## config.mk

```make
export PLATFORM = sky130hd
export DESIGN_NAME = prefetch_queue
export DESIGN_NICKNAME = d
export VERILOG_FILES = /design/src/rtl/prefetch_queue.sv
export SDC_FILE = /design/constraint.sdc
export NUM_CORES = 1
export LEC_CHECK = 0
export ABC_AREA = 1
export CORE_MARGIN = 2
export CORE_UTILIZATION = 62
export CTS_BUF_LIST = sky130_fd_sc_hd__clkbuf_4
export DETAILED_ROUTE_END_ITERATION = 10
export PLACE_DENSITY = 0.95
export SYNTH_ARGS = -nofsm -noshare
export SYNTH_HDL_FRONTEND = slang
export SYNTH_SLANG_ARGS = --single-unit
```

## constraint.sdc

```tcl
create_clock -name sys_clk -period 15.2 [get_ports sys_clk]
set_clock_uncertainty 0.1 [all_clocks]
set_input_delay 3.04 -clock sys_clk [delete_from_list [all_inputs] [get_ports sys_clk]]
set_output_delay 3.04 -clock sys_clk [all_outputs]
set_load 0.02 [all_outputs]
```

## src/rtl/prefetch_queue.sv

```systemverilog
`default_nettype none
// ============================================================================
// Module      : prefetch_queue
// Description : Credit-limited instruction prefetch queue with jump redirect,
//               draining of stale in-flight responses after a redirect.
// Revision    : 1.0 - initial release
// ============================================================================
module prefetch_queue #(
    parameter int                ADDR_W   = 32,
    parameter int                DATA_W   = 32,
    parameter int                DEPTH    = 4,
    parameter logic [ADDR_W-1:0] RESET_PC = '0
) (
    input  logic              sys_clk,
    input  logic              rst,
    output logic              req_valid,
    output logic [ADDR_W-1:0] req_addr,
    input  logic              req_ready,
    input  logic              resp_valid,
    input  logic [DATA_W-1:0] resp_data,
    output logic              ins_valid,
    output logic [DATA_W-1:0] ins_out,
    output logic [ADDR_W-1:0] pc_out,
    output logic [ADDR_W-1:0] next_pc_out,
    input  logic              ins_ready,
    input  logic              do_jump,
    input  logic [ADDR_W-1:0] jump_addr
);

    localparam int                 c_PTR_W     = $clog2(DEPTH);
    localparam int                 c_CNT_W     = c_PTR_W + 1;
    localparam logic [c_CNT_W:0]   c_DEPTH_EXT = (c_CNT_W + 1)'(DEPTH);
    localparam logic [ADDR_W-1:0]  c_PC_STEP   = ADDR_W'(4);
    localparam logic [0:0]         c_ST_RUN    = 1'b0;
    localparam logic [0:0]         c_ST_DRAIN  = 1'b1;

    logic [0:0]         r_state;
    logic [ADDR_W-1:0]  r_fetch_pc;
    logic [ADDR_W-1:0]  r_resp_pc;
    logic [c_CNT_W-1:0] r_outstanding;
    logic [c_CNT_W-1:0] r_discard;
    logic [c_CNT_W-1:0] r_count;
    logic [c_PTR_W-1:0] r_wr_ptr;
    logic [c_PTR_W-1:0] r_rd_ptr;
    logic [DATA_W-1:0]  r_data_mem [DEPTH];
    logic [ADDR_W-1:0]  r_pc_mem   [DEPTH];

    logic [c_CNT_W:0]   w_credits;
    logic               w_req_fire;
    logic               w_push;
    logic               w_drop;
    logic               w_pop;
    logic [c_CNT_W-1:0] w_jump_out;

    assign w_credits  = {1'b0, r_count} + {1'b0, r_outstanding};
    assign req_valid  = !rst && (r_state == c_ST_RUN) && !do_jump && (w_credits < c_DEPTH_EXT);
    assign req_addr   = r_fetch_pc;
    assign w_req_fire = req_valid && req_ready;
    assign w_push     = resp_valid && (r_state == c_ST_RUN) && !do_jump;
    assign w_drop     = resp_valid && (r_state == c_ST_DRAIN) && !do_jump;
    assign w_pop      = (r_count != '0) && ins_ready && !do_jump;
    // A response landing in the redirect cycle retires one outstanding request.
    assign w_jump_out = r_outstanding - c_CNT_W'(resp_valid && (r_outstanding != '0));

    assign ins_valid   = (r_count != '0);
    assign ins_out     = ins_valid ? r_data_mem[r_rd_ptr] : '0;
    assign pc_out      = ins_valid ? r_pc_mem[r_rd_ptr] : '0;
    assign next_pc_out = ins_valid ? (r_pc_mem[r_rd_ptr] + c_PC_STEP) : '0;

    always_ff @(posedge sys_clk) begin
        if (w_push) begin
            r_data_mem[r_wr_ptr] <= resp_data;
            r_pc_mem[r_wr_ptr]   <= r_resp_pc;
        end
    end

    always_ff @(posedge sys_clk) begin
        if (rst) begin
            r_state       <= c_ST_RUN;
            r_fetch_pc    <= RESET_PC;
            r_resp_pc     <= RESET_PC;
            r_outstanding <= '0;
            r_discard     <= '0;
            r_count       <= '0;
            r_wr_ptr      <= '0;
            r_rd_ptr      <= '0;
        end else if (do_jump) begin
            r_fetch_pc    <= jump_addr;
            r_resp_pc     <= jump_addr;
            r_count       <= '0;
            r_wr_ptr      <= '0;
            r_rd_ptr      <= '0;
            r_outstanding <= w_jump_out;
            r_discard     <= w_jump_out;
            r_state       <= (w_jump_out != '0) ? c_ST_DRAIN : c_ST_RUN;
        end else begin
            if (w_req_fire) begin
                r_fetch_pc <= r_fetch_pc + c_PC_STEP;
            end
            if (w_push) begin
                r_wr_ptr  <= r_wr_ptr + 1'b1;
                r_resp_pc <= r_resp_pc + c_PC_STEP;
            end
            if (w_pop) begin
                r_rd_ptr <= r_rd_ptr + 1'b1;
            end
            case ({w_push, w_pop})
                2'b10:   r_count <= r_count + 1'b1;
                2'b01:   r_count <= r_count - 1'b1;
                default: r_count <= r_count;
            endcase
            r_outstanding <= r_outstanding + c_CNT_W'(w_req_fire) - c_CNT_W'(w_push || w_drop);
            if (w_drop) begin
                r_discard <= r_discard - 1'b1;
                if (r_discard == c_CNT_W'(1)) begin
                    r_state <= c_ST_RUN;
                end
            end
        end
    end

endmodule
`default_nettype wire

```

==> metrics.cfg <==
[synthesis]
ys_seq_area_share_pct=56.7
synth_cell_type_count=42
muxShareOfSynthArea_pct=0
synthesis.area_sq_um=16400
synth_edf_count=256
synthSimpleGateAreaFrac_pct=25.2
async_flop_share_pct=0
ys.flop_type=edfxtp_1
synth_compound_area_share_pct=8.72
synthAdderAreaFrac_pct=1.47
synth_cells=1912
yosys_warnings=0
yosys-top-cells-count=nand2_1 (509), nor2_1 (311), edfxtp_1 (256)
synth_top_area_share_pct=46.9
synth.top_cells.by_area=edfxtp_1 (47%), nand2_1 (12%), dfxtp_1 (9.8%), nor2_1 (7.1%), o21ai_0 (4.0%)
syn-num-nets=2000
synth_xor_area_share_pct=1.55
yosysTopAreaCell=edfxtp_1
synth_top_family_by_area=simple AND/OR/NAND/NOR gates
yosysMostFrequentCell=nand2_1
synth.avg_cell_area_sq_um=8.57
ys_ff_latch=336

[pwr]
p_int_mw=1.51
sw_frac_of_total_pct=26.9
combPwrFrac_pct=12.3
p_clk_share_pct=36.2
switchingPower_uw=555
power_density_nw_per_um2=105
leakagePower_nw=7.54
peakVddDrop_mv=0.0715
pwr-share-seq_pct=51.6

[clock_tree]
cts_made_buffers=83
cts_resized=0
cts_tree=done
ctsLongestPathBuffers=3
ctsHoldBuffers=0
h-tree-depth=3
post_cts_buffers=0
clk_pin_slew_ns=0.06
cts-root-buf=clkbuf_4
clock_latency_ns=0.71
clock-sinks=336

[cells_and_area]
final_nets=2219
layout-drive-gt1-share_pct=8.67
area_delta_synth_final_pct=19.6

[routing]
drt_drc_violations_left=0
vias_per_cell=5.71
dr.pass1.iters=6
routed_wl_mm=43.1
drt_iter0_markers=1485
drtAntennaViolNets=0
routedWlPerCell_microns=17.1
vias=14400

[timing]
period_share_pct=51.8
setup_violations=0
timing.slew.headroom_pct=33.8
worst_slew_pin_slew_ns=0.993
tns_ns=0
whs_ns=0.363
post-route-min-period_ns=7.88
rsz0062_at_grt=no
slew_viol_final=0
fmax_ghz=0.127
hold_viol_final=0

[critical_path]
worstPathRequired_ns=12.06
crit_end=req_valid
start_kind=primary input
crit_start=rst
cp_max_fo=51
end_kind=output port
rrSetupSlack_ns=12.09
reg2reg_depth=13
crit_type=primary input to output port
rr_endpoint=r_outstanding[2]
r2r-start=r_count[1]
critPathArrivalTime_ns=4.74

[die]
io_pins=200
row_count=59
start_util_pct=63.1
die_area_sq_um=27700
die_x_microns=167
core_sq_um=26000
die_h_microns=167

[job]
maxCapViolCount=0

[outcome]
status=completed

[placement]
globalplace.congestion=0.933
dp_hpwl_mm=27.9
portBuffers=199

[grt]
grt_start_max_net_pins=85
grt_remaining_overflow=0
grt_pass1_wl_mm=68.0
groute.usage.overall_pct=30.5
antenna_found_initial=1
grt_pass1_vias=14100

[min_path]
hp-class=flip-flop to flip-flop

==> layout make-up <==
cell class	count	area [sq um]
antenna	1	2.50
clock buffer	113	848
clock inverter	33	201
fill	1742	6390
inverter	166	626
multi-input combinational	1328	6090
sequential	336	9290
tap	335	419
timing repair buffer	216	2120
==> through the flow <==
step / instances / cell area (sq um) / utilization (%) / setup WS [ns] / power (mW)
after global routing: 2528 / 19600 / 75.4 / 7.22 / 2.15
after global placement: 2381 / 18500 / 71.4 / 7.32 / 1.32
after CTS: 2527 / 19600 / 75.4 / 7.31 / 2.06
after floorplan: 1912 / 16400 / - / 8.29 / 1.22
after detailed placement: 2381 / 18500 / 71.4 / 7.33 / 1.33
final: 2528 / 19600 / 75.4 / 7.32 / 2.06
==> routing by layer <==
metal	GRT usage, %	wire [microns]	vias to the layer above
met5	0	0	-
met4	14.5	1680	0
met3	5.30	4150	140
met2	51.3	20600	862
met1	38.5	16700	6626
li1	-	-	6811
==> flip-flops by register name (all words and copies together) (netlist names), named ones only <==
| signal | flops |
|---|---|
| r_resp_pc | 32 |
| r_outstanding | 3 |
| req_addr | 32 |
| r_count | 3 |
| r_rd_ptr | 2 |
| r_discard | 3 |
| r_state | 1 |
| r_data_mem | 128 |
| r_pc_mem | 128 |
| r_wr_ptr | 2 |
==> cell families (layout without fill, tap and decap cells) <==
kind of cell,after synthesis,after routing
xor gates and xnor gates,29,29
DFF,336,336
buffers and inverters,248,528
adders and majority gates,18,18
and+or+nand+nor,1009,1009
AOI/OAI and AO/OA,272,272
other,0,1
==> power groups by stage <==
stage / sequential (mW) / clock (mW) / combinational (mW)
detailed placement: 1.08 / 0 / 0.249
global route: 1.07 / 0.801 / 0.277
floorplan: 1.08 / 0 / 0.143
global placement: 1.08 / 0 / 0.239
CTS: 1.06 / 0.753 / 0.250
finish: 1.06 / 0.745 / 0.253
==> critical path, stage by stage <==
cell and delay [ns]:
clkdlybuf4s50_1 0.40, buf_4 0.30, nor2_2 0.17, nand2_1 0.06, nor2_1 0.14, clkdlybuf4s50_1 0.62
==> how the worst min path moves through the flow <==
stage / start / endpoint / slack [ns] / cells past startpoint
2_1_floorplan: r_rd_ptr[1] / flip-flop / 0.34 / 2
3_3_place_gp: req_addr[1] / req_addr[1] / 0.35 / 2
3_5_place_dp: req_addr[0] / req_addr[0] / 0.36 / 2
4_1_cts: req_addr[0] / req_addr[0] / 0.37 / 2
5_1_grt: req_addr[0] / req_addr[0] / 0.39 / 2
6_report: req_addr[0] / req_addr[0] / 0.36 / 2
==> cells in the final DEF, fill, tap and decap left out, types with 2 or more instances in the layout <==
cell type,instances
nand4_1,23
nor2_1,307
inv_6,2
clkbuf_4,113
dfxtp_1,78
xnor2_1,2
o22ai_1,7
nand2_1,509
nor2_4,6
edfxtp_1,256
or2_2,5
nor4_1,2
clkinv_1,23
inv_2,6
inv_1,158
a31oi_1,28
nand2_2,13
nor3_1,15
o21ai_0,132
nor2_2,13
clkinv_2,5
bufinv_16,2
nand3_1,110
a21oi_1,96
clkdlybuf4s50_1,199
o211ai_1,3
xor2_1,27
fa_1,2
ha_1,16
buf_4,17
(Power assumes the default switching activity.)
